--- config.mk ---
export PLATFORM = sky130hd
export DESIGN_NAME = morse_sequencer
export DESIGN_NICKNAME = d
export VERILOG_FILES = /design/src/rtl/morse_pkg.sv /design/src/rtl/morse_code_fifo.sv /design/src/rtl/morse_sequencer.sv
export SDC_FILE = /design/constraint.sdc
export NUM_CORES = 1
export LEC_CHECK = 0
export BUFFER_PORTS_ARGS = -buffer_cell sky130_fd_sc_hd__clkbuf_2
export CAP_MARGIN = 20
export CORE_UTILIZATION = 45
export CTS_CLUSTER_SIZE = 28
export DETAILED_ROUTE_END_ITERATION = 6
export SLEW_MARGIN = 5
export SYNTH_ARGS = -nofsm -noshare
export SYNTH_HDL_FRONTEND = slang
export SYNTH_SLANG_ARGS = --single-unit
--- constraint.sdc ---
create_clock -name clock -period 5.36 [get_ports clock]
set_clock_uncertainty 0.15 [all_clocks]
set_input_delay 0.536 -clock clock [delete_from_list [all_inputs] [get_ports clock]]
set_output_delay 0.536 -clock clock [all_outputs]
set_load 0.03 [all_outputs]
--- src/rtl/morse_pkg.sv ---
// Shared types and defaults for the Morse letter sequencer: FSM states,
// default geometry, and the eight 13-bit letter light patterns.
package morse_pkg;

   typedef enum logic [2:0] {
      ST_IDLE,
      ST_SETSEL,
      ST_STROBE,
      ST_SHIFT,
      ST_GAP
   } state_e;

   localparam int DEF_FIFO_DEPTH = 4;
   localparam int DEF_CODE_W     = 3;
   localparam int DEF_SYMBOL_LEN = 13;
   localparam int DEF_GAP_TICKS  = 3;

   // Left-justified on/off light patterns: dot = 1, dash = 111, 0 between elements.
   localparam logic [12:0] PATTERNS [8] = '{
      13'b1000000000000,   // E
      13'b1110000000000,   // T
      13'b1011100000000,   // A
      13'b1110100000000,   // N
      13'b1010000000000,   // I
      13'b1110111000000,   // M
      13'b1010100000000,   // S
      13'b1110111011100    // O
   };

   function automatic logic [12:0] pattern_of(input logic [2:0] letter);
      return PATTERNS[letter];
   endfunction

endpackage

--- src/rtl/morse_code_fifo.sv ---
// Small synchronous FIFO of letter codes with flush, full/empty flags and
// an occupancy count; a push while full is dropped even if a pop coincides.
module morse_code_fifo #(
   parameter  int DEPTH = 4,
   parameter  int WIDTH = 3,
   localparam int PTR_W = $clog2(DEPTH),
   localparam int LVL_W = PTR_W + 1
) (
   input  logic             clock,
   input  logic             resetn,
   input  logic             flush,
   input  logic             push,
   input  logic             pop,
   input  logic [WIDTH-1:0] din,
   output logic [WIDTH-1:0] dout,
   output logic             full,
   output logic             empty,
   output logic [LVL_W-1:0] level
);

   logic [WIDTH-1:0] mem_q [DEPTH];
   logic [PTR_W-1:0] wr_ptr_q, wr_ptr_d;
   logic [PTR_W-1:0] rd_ptr_q, rd_ptr_d;
   logic [LVL_W-1:0] level_q, level_d;
   logic             do_push;
   logic             do_pop;

   assign full  = (level_q == LVL_W'(DEPTH));
   assign empty = (level_q == '0);
   assign level = level_q;
   assign dout  = mem_q[rd_ptr_q];

   // NOTE: every signal gets a default before any branch, so no path leaves one unassigned and no latch is inferred.
   always_comb begin
      wr_ptr_d = wr_ptr_q;
      rd_ptr_d = rd_ptr_q;
      level_d  = level_q;
      do_push  = push & ~full & ~flush;
      do_pop   = pop & ~empty & ~flush;
      if (flush) begin
         wr_ptr_d = '0;
         rd_ptr_d = '0;
         level_d  = '0;
      end else begin
         if (do_push) wr_ptr_d = wr_ptr_q + PTR_W'(1);
         if (do_pop)  rd_ptr_d = rd_ptr_q + PTR_W'(1);
         case ({do_push, do_pop})
            2'b10:   level_d = level_q + LVL_W'(1);
            2'b01:   level_d = level_q - LVL_W'(1);
            default: level_d = level_q;
         endcase
      end
   end

   // NOTE: state flops use non-blocking assignment so every flop samples pre-edge values.
   always_ff @(posedge clock or negedge resetn) begin
      if (!resetn) begin
         wr_ptr_q <= '0;
         rd_ptr_q <= '0;
         level_q  <= '0;
      end else begin
         wr_ptr_q <= wr_ptr_d;
         rd_ptr_q <= rd_ptr_d;
         level_q  <= level_d;
      end
   end

   // NOTE: storage is not reset; the empty level guarantees stale entries are never read.
   always_ff @(posedge clock) begin
      if (do_push) mem_q[wr_ptr_q] <= din;
   end

endmodule

--- src/rtl/morse_sequencer.sv ---
// Plays queued Morse letters: selects the pattern, strobes the shift-register
// load, shifts once per tick, then idles for an inter-letter gap.
module morse_sequencer
   import morse_pkg::*;
#(
   parameter  int FIFO_DEPTH = DEF_FIFO_DEPTH,
   parameter  int CODE_W     = DEF_CODE_W,
   parameter  int SYMBOL_LEN = DEF_SYMBOL_LEN,
   parameter  int GAP_TICKS  = DEF_GAP_TICKS,
   localparam int LVL_W      = $clog2(FIFO_DEPTH) + 1
) (
   input  logic              clock,
   input  logic              resetn,
   input  logic              tick,
   input  logic              push,
   input  logic [CODE_W-1:0] code,
   output logic              ready,
   input  logic              abort,
   output logic [CODE_W-1:0] sel,
   output logic              load_n,
   output logic              shift_en,
   output logic              clear,
   output logic              busy,
   output logic              done,
   output logic [LVL_W-1:0]  level
);

   localparam int SYM_W = $clog2(SYMBOL_LEN);
   localparam int GAP_W = $clog2(GAP_TICKS + 2);
   localparam logic [SYM_W-1:0] SYM_LAST = SYM_W'(SYMBOL_LEN - 1);
   localparam logic [GAP_W-1:0] GAP_LAST = GAP_W'((GAP_TICKS > 0) ? GAP_TICKS - 1 : 0);

   state_e            state_q, state_d;
   logic [CODE_W-1:0] sel_q, sel_d;
   logic [SYM_W-1:0]  sym_q, sym_d;
   logic [GAP_W-1:0]  gap_q, gap_d;
   logic              clear_q, clear_d;
   logic              pop;
   logic              fifo_full;
   logic              fifo_empty;
   logic [CODE_W-1:0] fifo_head;

   morse_code_fifo #(
      .DEPTH (FIFO_DEPTH),
      .WIDTH (CODE_W)
   ) u_fifo (
      .clock  (clock),
      .resetn (resetn),
      .flush  (abort),
      .push   (push),
      .pop    (pop),
      .din    (code),
      .dout   (fifo_head),
      .full   (fifo_full),
      .empty  (fifo_empty),
      .level  (level)
   );

   assign ready  = ~fifo_full;
   assign sel    = sel_q;
   assign load_n = (state_q != ST_STROBE);
   assign clear  = clear_q;
   assign busy   = (state_q != ST_IDLE);

   always_comb begin
      state_d  = state_q;
      sel_d    = sel_q;
      sym_d    = sym_q;
      gap_d    = gap_q;
      clear_d  = 1'b0;
      pop      = 1'b0;
      shift_en = 1'b0;
      done     = 1'b0;
      if (abort) begin
         state_d = ST_IDLE;
         sym_d   = '0;
         gap_d   = '0;
         clear_d = 1'b1;
      end else begin
         case (state_q)
            ST_IDLE:   if (!fifo_empty) state_d = ST_SETSEL;
            ST_SETSEL: begin
               pop     = 1'b1;
               sel_d   = fifo_head;
               state_d = ST_STROBE;
            end
            ST_STROBE: state_d = ST_SHIFT;
            // The final tick of a letter ends its display instead of shifting.
            ST_SHIFT: if (tick) begin
               if (sym_q == SYM_LAST) begin
                  sym_d = '0;
                  if (GAP_TICKS > 0)    state_d = ST_GAP;
                  else if (!fifo_empty) state_d = ST_SETSEL;
                  else begin
                     state_d = ST_IDLE;
                     done    = 1'b1;
                  end
               end else begin
                  sym_d    = sym_q + SYM_W'(1);
                  shift_en = 1'b1;
               end
            end
            ST_GAP: if (tick) begin
               if (gap_q == GAP_LAST) begin
                  gap_d = '0;
                  if (!fifo_empty) state_d = ST_SETSEL;
                  else begin
                     state_d = ST_IDLE;
                     done    = 1'b1;
                  end
               end else begin
                  gap_d = gap_q + GAP_W'(1);
               end
            end
            default: state_d = ST_IDLE;
         endcase
      end
   end

   always_ff @(posedge clock or negedge resetn) begin
      if (!resetn) begin
         state_q <= ST_IDLE;
         sel_q   <= '0;
         sym_q   <= '0;
         gap_q   <= '0;
         clear_q <= 1'b0;
      end else begin
         state_q <= state_d;
         sel_q   <= sel_d;
         sym_q   <= sym_d;
         gap_q   <= gap_d;
         clear_q <= clear_d;
      end
   end

endmodule

==> run summary <==
Worst slew pin tran = 0.901 ns
Number of synthesized flops with an enable pin = 12
Period Utilization, post-route = 0.492
Post-DP HPWL = 2.18 mm
R2r setup slk = 2.77 ns
Sequential fraction of the synthesis area = 0.525
Max Slew Vio Count = 0
Proportion of layout cells with a drive suffix above 1 = 0.202
Initial antenna violation count = 0
WL/cell = 14.2 um
Most used DFF post-synth = dfrtp_1
Fillers = 306
Endpoints failing setup = 0
Post-CTS sizing = 0
Critical path class = input pin to flip-flop
Gr ovfl total = 0
Top post-synthesis cells by area = dfrtp_1, edfxtp_1, ha_1
Max_cap viols = 0
DR vias = 1150
Yosys reg bits = 33
Startpoint Class = input pin
Number of global-route vias before repair = 1064
GP Congestion = 0.725
Die width = 63.2 um
Synthesized cell area = 1690 um2
Count leader, synth = dfrtp_1
Final Routed Wirelength = 3.04 mm
Slew margin rel. = 0.391
Pwr dens = 359 nW/um2
Nets@finish = 182
Post-CTS setup buffer count = 0
Synth Warn # = 0
Critical Path RT = 5.35 ns
Synth cell count leaders = dfrtp_1, nand2_1, edfxtp_1, nor2_1, nor3_1
Final hold vios = 0
Hold_buf cts = 0
Clock Tree Root = clkbuf_8
Fin Setup TNS = 0 ns
DR iter-0 viols = 60
P&R area growth vs syn = 12.8%
CP arrival = 2.63 ns
Post-Synthesis Cells = 148
FP Rows = 21
Post-Route Hold Slack = 0.0750 ns
Core area = 3470 um2
Min Tclk post-route = 2.64 ns
Initial Util = 0.486
Clock transition at path regs = 0.07 ns
Total iterations of the first detailed-routing run = 4
Unrepaired setup endpoints after global routing = no
Lkg Pwr = 0.811 nW
Async SR Flop Fraction = 0.636
Total Power = 0.000683 W
Fmax = 379 MHz
ANT nets after route = 0
Syn nets = 163
Drt via density = 5.37
Min-Delay Path Class = input pin to async pin
R2r startpoint = u_fifo.level[2]
CTS tree = built
Worst-Skew Late Latency = 0.28 ns
IO buf count = 19
Path depth of the worst reg2reg path = 8
H-tree lvl count = 2
Distinct cells, synth = 47
Share of the synthesized area in the top cell type = 0.312
Max rail drop VDD = 0.000187 V
Die area = 4000 um2
I/O Pins = 20
CTS Sinks = 33
FF-to-FF End = u_fifo.level[2]
Inserted Clock Buffers = 5
Largest net degree at the start of global routing = 26
Antenna diode count = 0
GR Util All Layers = 0.169
Post-synth top area cell = dfrtp_1
First-pass GRT wire length = 5.08 mm
DRC violations left = 0
Outcome = complete, no violations
Maximum clock path buffer count = 2
Average footprint of a synthesized cell = 11.4 um2
Die height = 63.2 um
Crit path max fanout = 25
Critical path endpoint category = flip-flop
registers in the layout, indices dropped and copies added (netlist names):
name             count
clear                1
gap_q                3
sel                  3
state_q              3
sym_q                4
u_fifo.level         3
u_fifo.mem_q        12
u_fifo.rd_ptr_q      2
u_fifo.wr_ptr_q      2
kinds of logic (layout without fill, tap and decap cells):
kind of cell | after synthesis | in the layout | share of synthesized area
xor+xnor | 3 | 3 | 0.0200
compound gates | 20 | 20 | 0.0749
flops | 33 | 33 | 0.525
fa+ha+maj | 7 | 7 | 0.0564
simple gates | 67 | 67 | 0.225
buf+inv | 11 | 31 | 0.0341
mux | 7 | 7 | 0.0645
cells in the final DEF, fill, tap and decap left out, drive strengths merged, types with 2 or more instances in the layout:
cell type	instances
clkbuf	25
dfrtp	21
nand2	14
nor2	13
edfxtp	12
nor3	8
a21oi	6
ha	6
o21ai	6
and2	5
inv	4
nand3	4
nor2b	3
mux4	3
mux2i	3
nand2b	3
or3b	3
or3	2
nor4b	2
a21o	2
xor2	2
power breakdown:
group	internal, W	switching [W]
logic	0.0000526	0.0000935
clock network	0.000137	0.0000880
registers	0.000286	0.0000264
total	0.000476	0.000208
layout make-up:
type,instances,area [um2],share of cell area
Inverter,4,15.0,0.00789
Clock buffer,6,72.6,0.0381
Tap cell,46,57.6,0.0302
Timing Repair Buffer,19,95.1,0.0500
Multi-Input combinational cell,104,743,0.391
Sequential cell,33,886,0.465
Clock inverter,2,33.8,0.0178
routing by layer:
metal | vias up | wire length, um | part of all wire | global-route usage
met5 | - | 0 | 0 | 0
met4 | 0 | 22 | 0.0072 | 0.0710
met3 | 4 | 113 | 0.037 | 0.0525
met2 | 20 | 1390 | 0.46 | 0.250
met1 | 562 | 1520 | 0.50 | 0.230
li1 | 564 | - | - | -
worst max-delay path by stage:
stage               startpoint               to  slack, ns  depth (start not counted)
6_report                 abort  u_fifo.level[2]       2.72                          9
3_5_place_dp             abort  u_fifo.level[2]       2.43                          9
3_3_place_gp             abort  u_fifo.level[2]       2.53                          9
4_1_cts                  abort  u_fifo.level[2]       2.73                          9
5_1_grt                  abort  u_fifo.level[2]       2.57                          9
2_1_floorplan  u_fifo.level[2]  u_fifo.level[2]       2.85                          8
critical path, stage by stage:
cell and delay [ns]:
clkbuf_2 0.30, or4b_4 0.67, nor2_4 0.18, and2_1 0.16
fa_1 0.26, nor3_1 0.08, a22o_1 0.21, a32oi_1 0.15
a21oi_1 0.09
per-stage QoR:
step | instance area [um2] | worst slack (ns) | std cells | utilization
finish | 1900 | 2.72 | 214 | 0.549
CTS | 1900 | 2.73 | 214 | 0.549
floorplan | 1690 | 2.85 | 148 | -
detailed placement | 1800 | 2.43 | 206 | 0.518
global route | 1900 | 2.57 | 214 | 0.549
global placement | 1800 | 2.53 | 206 | 0.518
(Power assumes the default switching activity.)
